--- config.mk ---
export PLATFORM = sky130hd
export DESIGN_NAME = multi_fade
export DESIGN_NICKNAME = d
export VERILOG_FILES = /design/src/rtl/multi_fade.sv
export SDC_FILE = /design/constraint.sdc
export NUM_CORES = 1
export LEC_CHECK = 0
export CORE_MARGIN = 2
export CORE_UTILIZATION = 30
export CTS_BUF_LIST = sky130_fd_sc_hd__clkbuf_16
export DETAILED_ROUTE_END_ITERATION = 12
export GPL_ROUTABILITY_DRIVEN = 0
export GPL_TIMING_DRIVEN = 0
export PLACE_DENSITY_LB_ADDON = 0.08
export SYNTH_ARGS = -nofsm -noshare
export SYNTH_HDL_FRONTEND = slang
export SYNTH_SLANG_ARGS = --single-unit
--- constraint.sdc ---
create_clock -name clk -period 7 [get_ports clk]
set_input_delay 0.7 -clock clk [delete_from_list [all_inputs] [get_ports clk]]
set_output_delay 0.7 -clock clk [all_outputs]
set_load 0.01 [all_outputs]
--- src/rtl/multi_fade.sv ---
// Multi-channel LED fader: shared prescaler, step counter and PWM counter drive
// per-channel INC/HIGH/DEC/LOW fade states. Optional pause input via MULTI_FADE_PAUSE_EN.
module multi_fade #(
    parameter int NUM_CH           = 3,
    parameter int PWM_INTERVAL     = 1200,
    parameter int INC_DEC_INTERVAL = 10000,
    parameter int INC_DEC_MAX      = 200,
    parameter int INC_DEC_VAL      = PWM_INTERVAL / INC_DEC_MAX,
    parameter logic [2*NUM_CH-1:0] START_STATES = (2*NUM_CH)'(6'b11_10_00),
    localparam int W = $clog2(PWM_INTERVAL)
) (
    input  logic                clk,
    input  logic                rst,
    input  logic [1:0]          mode,
`ifdef MULTI_FADE_PAUSE_EN
    input  logic                pause,
`endif
    output logic [NUM_CH-1:0]   pwm_out,
    output logic [NUM_CH*W-1:0] level,
    output logic                tick
);

    localparam int PSW = $clog2(INC_DEC_INTERVAL + 1);
    localparam int SW  = $clog2(INC_DEC_MAX + 1);

    localparam logic [PSW-1:0] PRESC_LAST = PSW'(INC_DEC_INTERVAL - 1);
    localparam logic [SW-1:0]  STEP_LAST  = SW'(INC_DEC_MAX - 1);
    localparam logic [W-1:0]   PWM_LAST   = W'(PWM_INTERVAL - 1);
    localparam logic [W:0]     LVL_MAX    = (W+1)'(PWM_INTERVAL - 1);
    localparam logic [W:0]     STEP_VAL   = (W+1)'(INC_DEC_VAL);

    localparam logic [1:0] MODE_RUN    = 2'b00;
    localparam logic [1:0] MODE_OFF    = 2'b01;
    localparam logic [1:0] MODE_ON     = 2'b10;

    localparam logic [1:0] ST_INC  = 2'b00;
    localparam logic [1:0] ST_HIGH = 2'b01;
    localparam logic [1:0] ST_DEC  = 2'b10;

    logic [PSW-1:0]      presc;
    logic [SW-1:0]       step_count;
    logic [W-1:0]        pwm_count;
    logic [2*NUM_CH-1:0] state;
    logic [W-1:0]        lvl      [NUM_CH];
    logic [W-1:0]        lvl_next [NUM_CH];
    logic [W:0]          inc_sum  [NUM_CH];
    logic                presc_en;

`ifdef MULTI_FADE_PAUSE_EN
    assign presc_en = ~pause;
`else
    assign presc_en = 1'b1;
`endif

    // Next level for a RUN tick, computed one bit wider so saturation cannot wrap.
    always_comb begin
        for (int i = 0; i < NUM_CH; i++) begin
            inc_sum[i]  = {1'b0, lvl[i]} + STEP_VAL;
            lvl_next[i] = lvl[i];
            case (state[2*i +: 2])
                ST_INC:  lvl_next[i] = (inc_sum[i] > LVL_MAX) ? LVL_MAX[W-1:0] : inc_sum[i][W-1:0];
                ST_HIGH: lvl_next[i] = LVL_MAX[W-1:0];
                ST_DEC:  lvl_next[i] = ({1'b0, lvl[i]} < STEP_VAL) ? '0 : lvl[i] - STEP_VAL[W-1:0];
                default: lvl_next[i] = '0;
            endcase
        end
    end

    always_comb begin
        level = '0;
        for (int i = 0; i < NUM_CH; i++) begin
            level[W*i +: W] = lvl[i];
        end
    end

    always_ff @(posedge clk) begin
        if (rst) begin
            presc      <= '0;
            tick       <= 1'b0;
            step_count <= '0;
            pwm_count  <= '0;
            pwm_out    <= '0;
            state      <= START_STATES;
            for (int i = 0; i < NUM_CH; i++) begin
                lvl[i] <= '0;
            end
        end else begin
            if (presc_en) begin
                tick  <= (presc == PRESC_LAST);
                presc <= (presc == PRESC_LAST) ? '0 : presc + 1'b1;
            end else begin
                tick  <= 1'b0;
            end

            pwm_count <= (pwm_count == PWM_LAST) ? '0 : pwm_count + 1'b1;
            for (int i = 0; i < NUM_CH; i++) begin
                pwm_out[i] <= (pwm_count < lvl[i]);
            end

            // Level update and state advance both read the pre-tick state.
            case (mode)
                MODE_RUN: begin
                    if (tick) begin
                        for (int i = 0; i < NUM_CH; i++) begin
                            lvl[i] <= lvl_next[i];
                        end
                        if (step_count == STEP_LAST) begin
                            step_count <= '0;
                            for (int i = 0; i < NUM_CH; i++) begin
                                state[2*i +: 2] <= state[2*i +: 2] + 2'd1;
                            end
                        end else begin
                            step_count <= step_count + 1'b1;
                        end
                    end
                end
                MODE_OFF: begin
                    step_count <= '0;
                    state      <= START_STATES;
                    for (int i = 0; i < NUM_CH; i++) begin
                        lvl[i] <= '0;
                    end
                end
                MODE_ON: begin
                    step_count <= '0;
                    state      <= START_STATES;
                    for (int i = 0; i < NUM_CH; i++) begin
                        lvl[i] <= LVL_MAX[W-1:0];
                    end
                end
                default: begin
                end
            endcase
        end
    end

endmodule

==> reports/qor.yml <==
outcome: "finished clean"
dpl.cell_count: 950
cts_buffer_depth: 2
grt_max_degree: 31
post_cts_buffers: 0
min_path_type: "reg2reg"
grt_overflow_total: 0
htree_levels: 3
dr.pass1.iters: 5
synth.avg_cell_area_sq_um: 8.423
synth_seq_cells: 76
yosysWarnings: 0
synth_ff_type: "dfxtp_1"
start_util_pct: 30.54
min_period_over_period_pct: 49.85
crit_arrival_ns: 3.66
syn_to_final_growth_pct: 17.49
slew_viol_final: 0
cap_violations: 0
numPortBuffers: 40
postCtsHoldBufs: 0
viasPerCell: 5.524
critical_path.max_fanout: 10
clk_latency_ns: 0.35
yosysMostFrequentCell: "nor2_1"
synth.distinct_cells: 74
grt_pass1_vias: 5066
instances_no_fill: 966
drt-total-wl_um: 16740
dp_hpwl_um: 12160
die_w_um: 141.8
die-area_sq_um: 20100
power.density_nw_per_um2: 190.5
setup_viol: 0
reg2reg_to: "lvl[0][25]"
cts_resized: 0
placed_area_sq_um: 6390
crit_path_end_kind: "flop"
ioPinCount: 41
fin_nets: 786
skew_ns: 0.01347
start_kind: "input pin"
required_ns: 7.17
grt_usage_pct: 17.24
path_class: "in2reg"
ant_nets: 0
drc: 0
grt_pass1_wl_um: 27180
preCtsSetupSlack_ns: 3.184
tightest_slew_ns: 0.9299
synth.net_count: 735
finalCriticalPeriod_ns: 3.489
worst_slack_ns: 3.511
drt_iter0_markers: 411
ys_top_cells_by_area: "edfxtp_1 (17%), dfxtp_1 (15%), ha_1 (12%)"
multi_input_area_sq_um: 3515
via_count: 5336
reg2reg_from: "lvl[0][23]"
p_leak_uw: 0.002580
drive_gt1_share_pct: 6.011
finalInstanceArea_sq_um: 6690
netlist_instances: 676
fmax_mhz: 286.6
slew-limit-headroom_pct: 37.79
cts_root_buf: "clkbuf_16"
core_sq_um: 18640
ys_seq_area_share_pct: 32.52
diodes: 0
syn-cell-area_sq_um: 5694
r2r_cells: 8
synth_edf_count: 33
cts_num_sinks: 76
setup.worst_path.start: "mode[0]"
rrSetupSlack_ns: 3.81
rsz0062_at_grt: "no"
rows: 50
peakVddDrop_v: 0.0001329
fin_setup_tns_ns: 0
avgRoutedWirePerCell_um: 17.33
cts_tree: "done"
n_fill_cell: 1971
endpoint: "lvl[0][27]"
clk_pin_slew_ns: 0.07
cts-buffers-inserted: 9
utilization_pct: 35.89
hold_violations: 0
die_h_um: 141.8
yosysTopAreaCell: "edfxtp_1"
yosysTopAreaCellShare_pct: 17.40
synth-async-reset-ratio_pct: 0
synth_common_cells: "nor2_1 (66), ha_1 (55), nand2_1 (49), inv_1 (46), dfxtp_1 (43)"
antenna_found_initial: 0
seq_area_sq_um: 1852
[cell families after synthesis]
family                     share of synthesized area [%]
adders and majority gates                          12.09
buffers and inverters                              5.801
and+or+nand+nor                                    21.25
muxes                                              1.099
xor gates and xnor gates                           6.152
AOI/OAI and AO/OA                                  21.09
DFF                                                32.52
[cell usage in the layout, fill, tap and decap left out, types with 5 or more instances in the layout]
cell type,count
nor2_1,66
ha_1,55
nand2_1,48
inv_1,46
dfxtp_1,43
a21oi_1,42
clkdlybuf4s50_1,40
o21ai_0,39
edfxtp_1,33
nand3_1,29
nor3_1,26
xnor2_1,24
clkbuf_1,18
xor2_1,16
a31oi_1,12
nand4_1,11
or3_1,10
clkbuf_16,10
and3_1,9
a21o_1,9
a211oi_1,9
o21a_1,8
o211ai_1,8
nor4_1,6
and4_1,5
nand2b_1,5
[per-layer routing]
layer	vias to the layer above	wire length (um)	track usage [%]
met5	-	0	0
met2	171	7462	26.90
met1	2553	8087	23.76
li1	2589	-	-
met3	23	882	3.577
met4	0	305	5.737
[cell type report]
| class | instances | share of cell area [%] |
|---|---|---|
| multi-input combinational | 523 | 52.53 |
| buffer | 29 | 2.244 |
| clock buffer | 10 | 3.740 |
| tap | 234 | 4.376 |
| inverter | 48 | 2.693 |
| sequential | 76 | 27.68 |
| timing repair buffer | 40 | 5.985 |
| clock inverter | 6 | 0.7481 |
[report_power, final]
| part | switching, uW | leakage, uW | internal [uW] |
|---|---|---|---|
| combinational | 160 | 0.00172 | 113 |
| sequential | 24.8 | 0.000711 | 486 |
| clock | 222 | 0.000150 | 268 |
[state kept, by name, indices dropped and copies added, names as in the netlist]
signal and flops:
presc 14, lvl 33, tick 1, step_count 8, pwm_out 3, state 6, pwm_count 11
[worst min-delay path by stage]
stage              from        to  cells past startpoint
2_1_floorplan  presc[0]  presc[0]                      1
3_3_place_gp   presc[0]  presc[0]                      1
3_5_place_dp   presc[0]  presc[0]                      1
4_1_cts        presc[0]  presc[0]                      1
5_1_grt        presc[0]  presc[0]                      1
6_report       presc[0]  presc[0]                      1
[critical path, cell delays in order]
cell             delay, ns
clkdlybuf4s50_1       0.51
inv_1                 0.08
ha_1                  0.22
nor3_1                0.68
nand3_1               0.28
nor2_1                0.67
a21oi_1               0.23
a31oi_1               0.29
[per-stage QoR]
| step | hold WS (ns) | total power (uW) |
|---|---|---|
| after floorplan | 0.4130 | 698.8 |
| after global placement | 0.4321 | 788.0 |
| after detailed placement | 0.4377 | 791.0 |
| after CTS | 0.4476 | 1285 |
| after global routing | 0.4959 | 1342 |
| final | 0.4457 | 1274 |
Power figures use the tool's default switching activity.
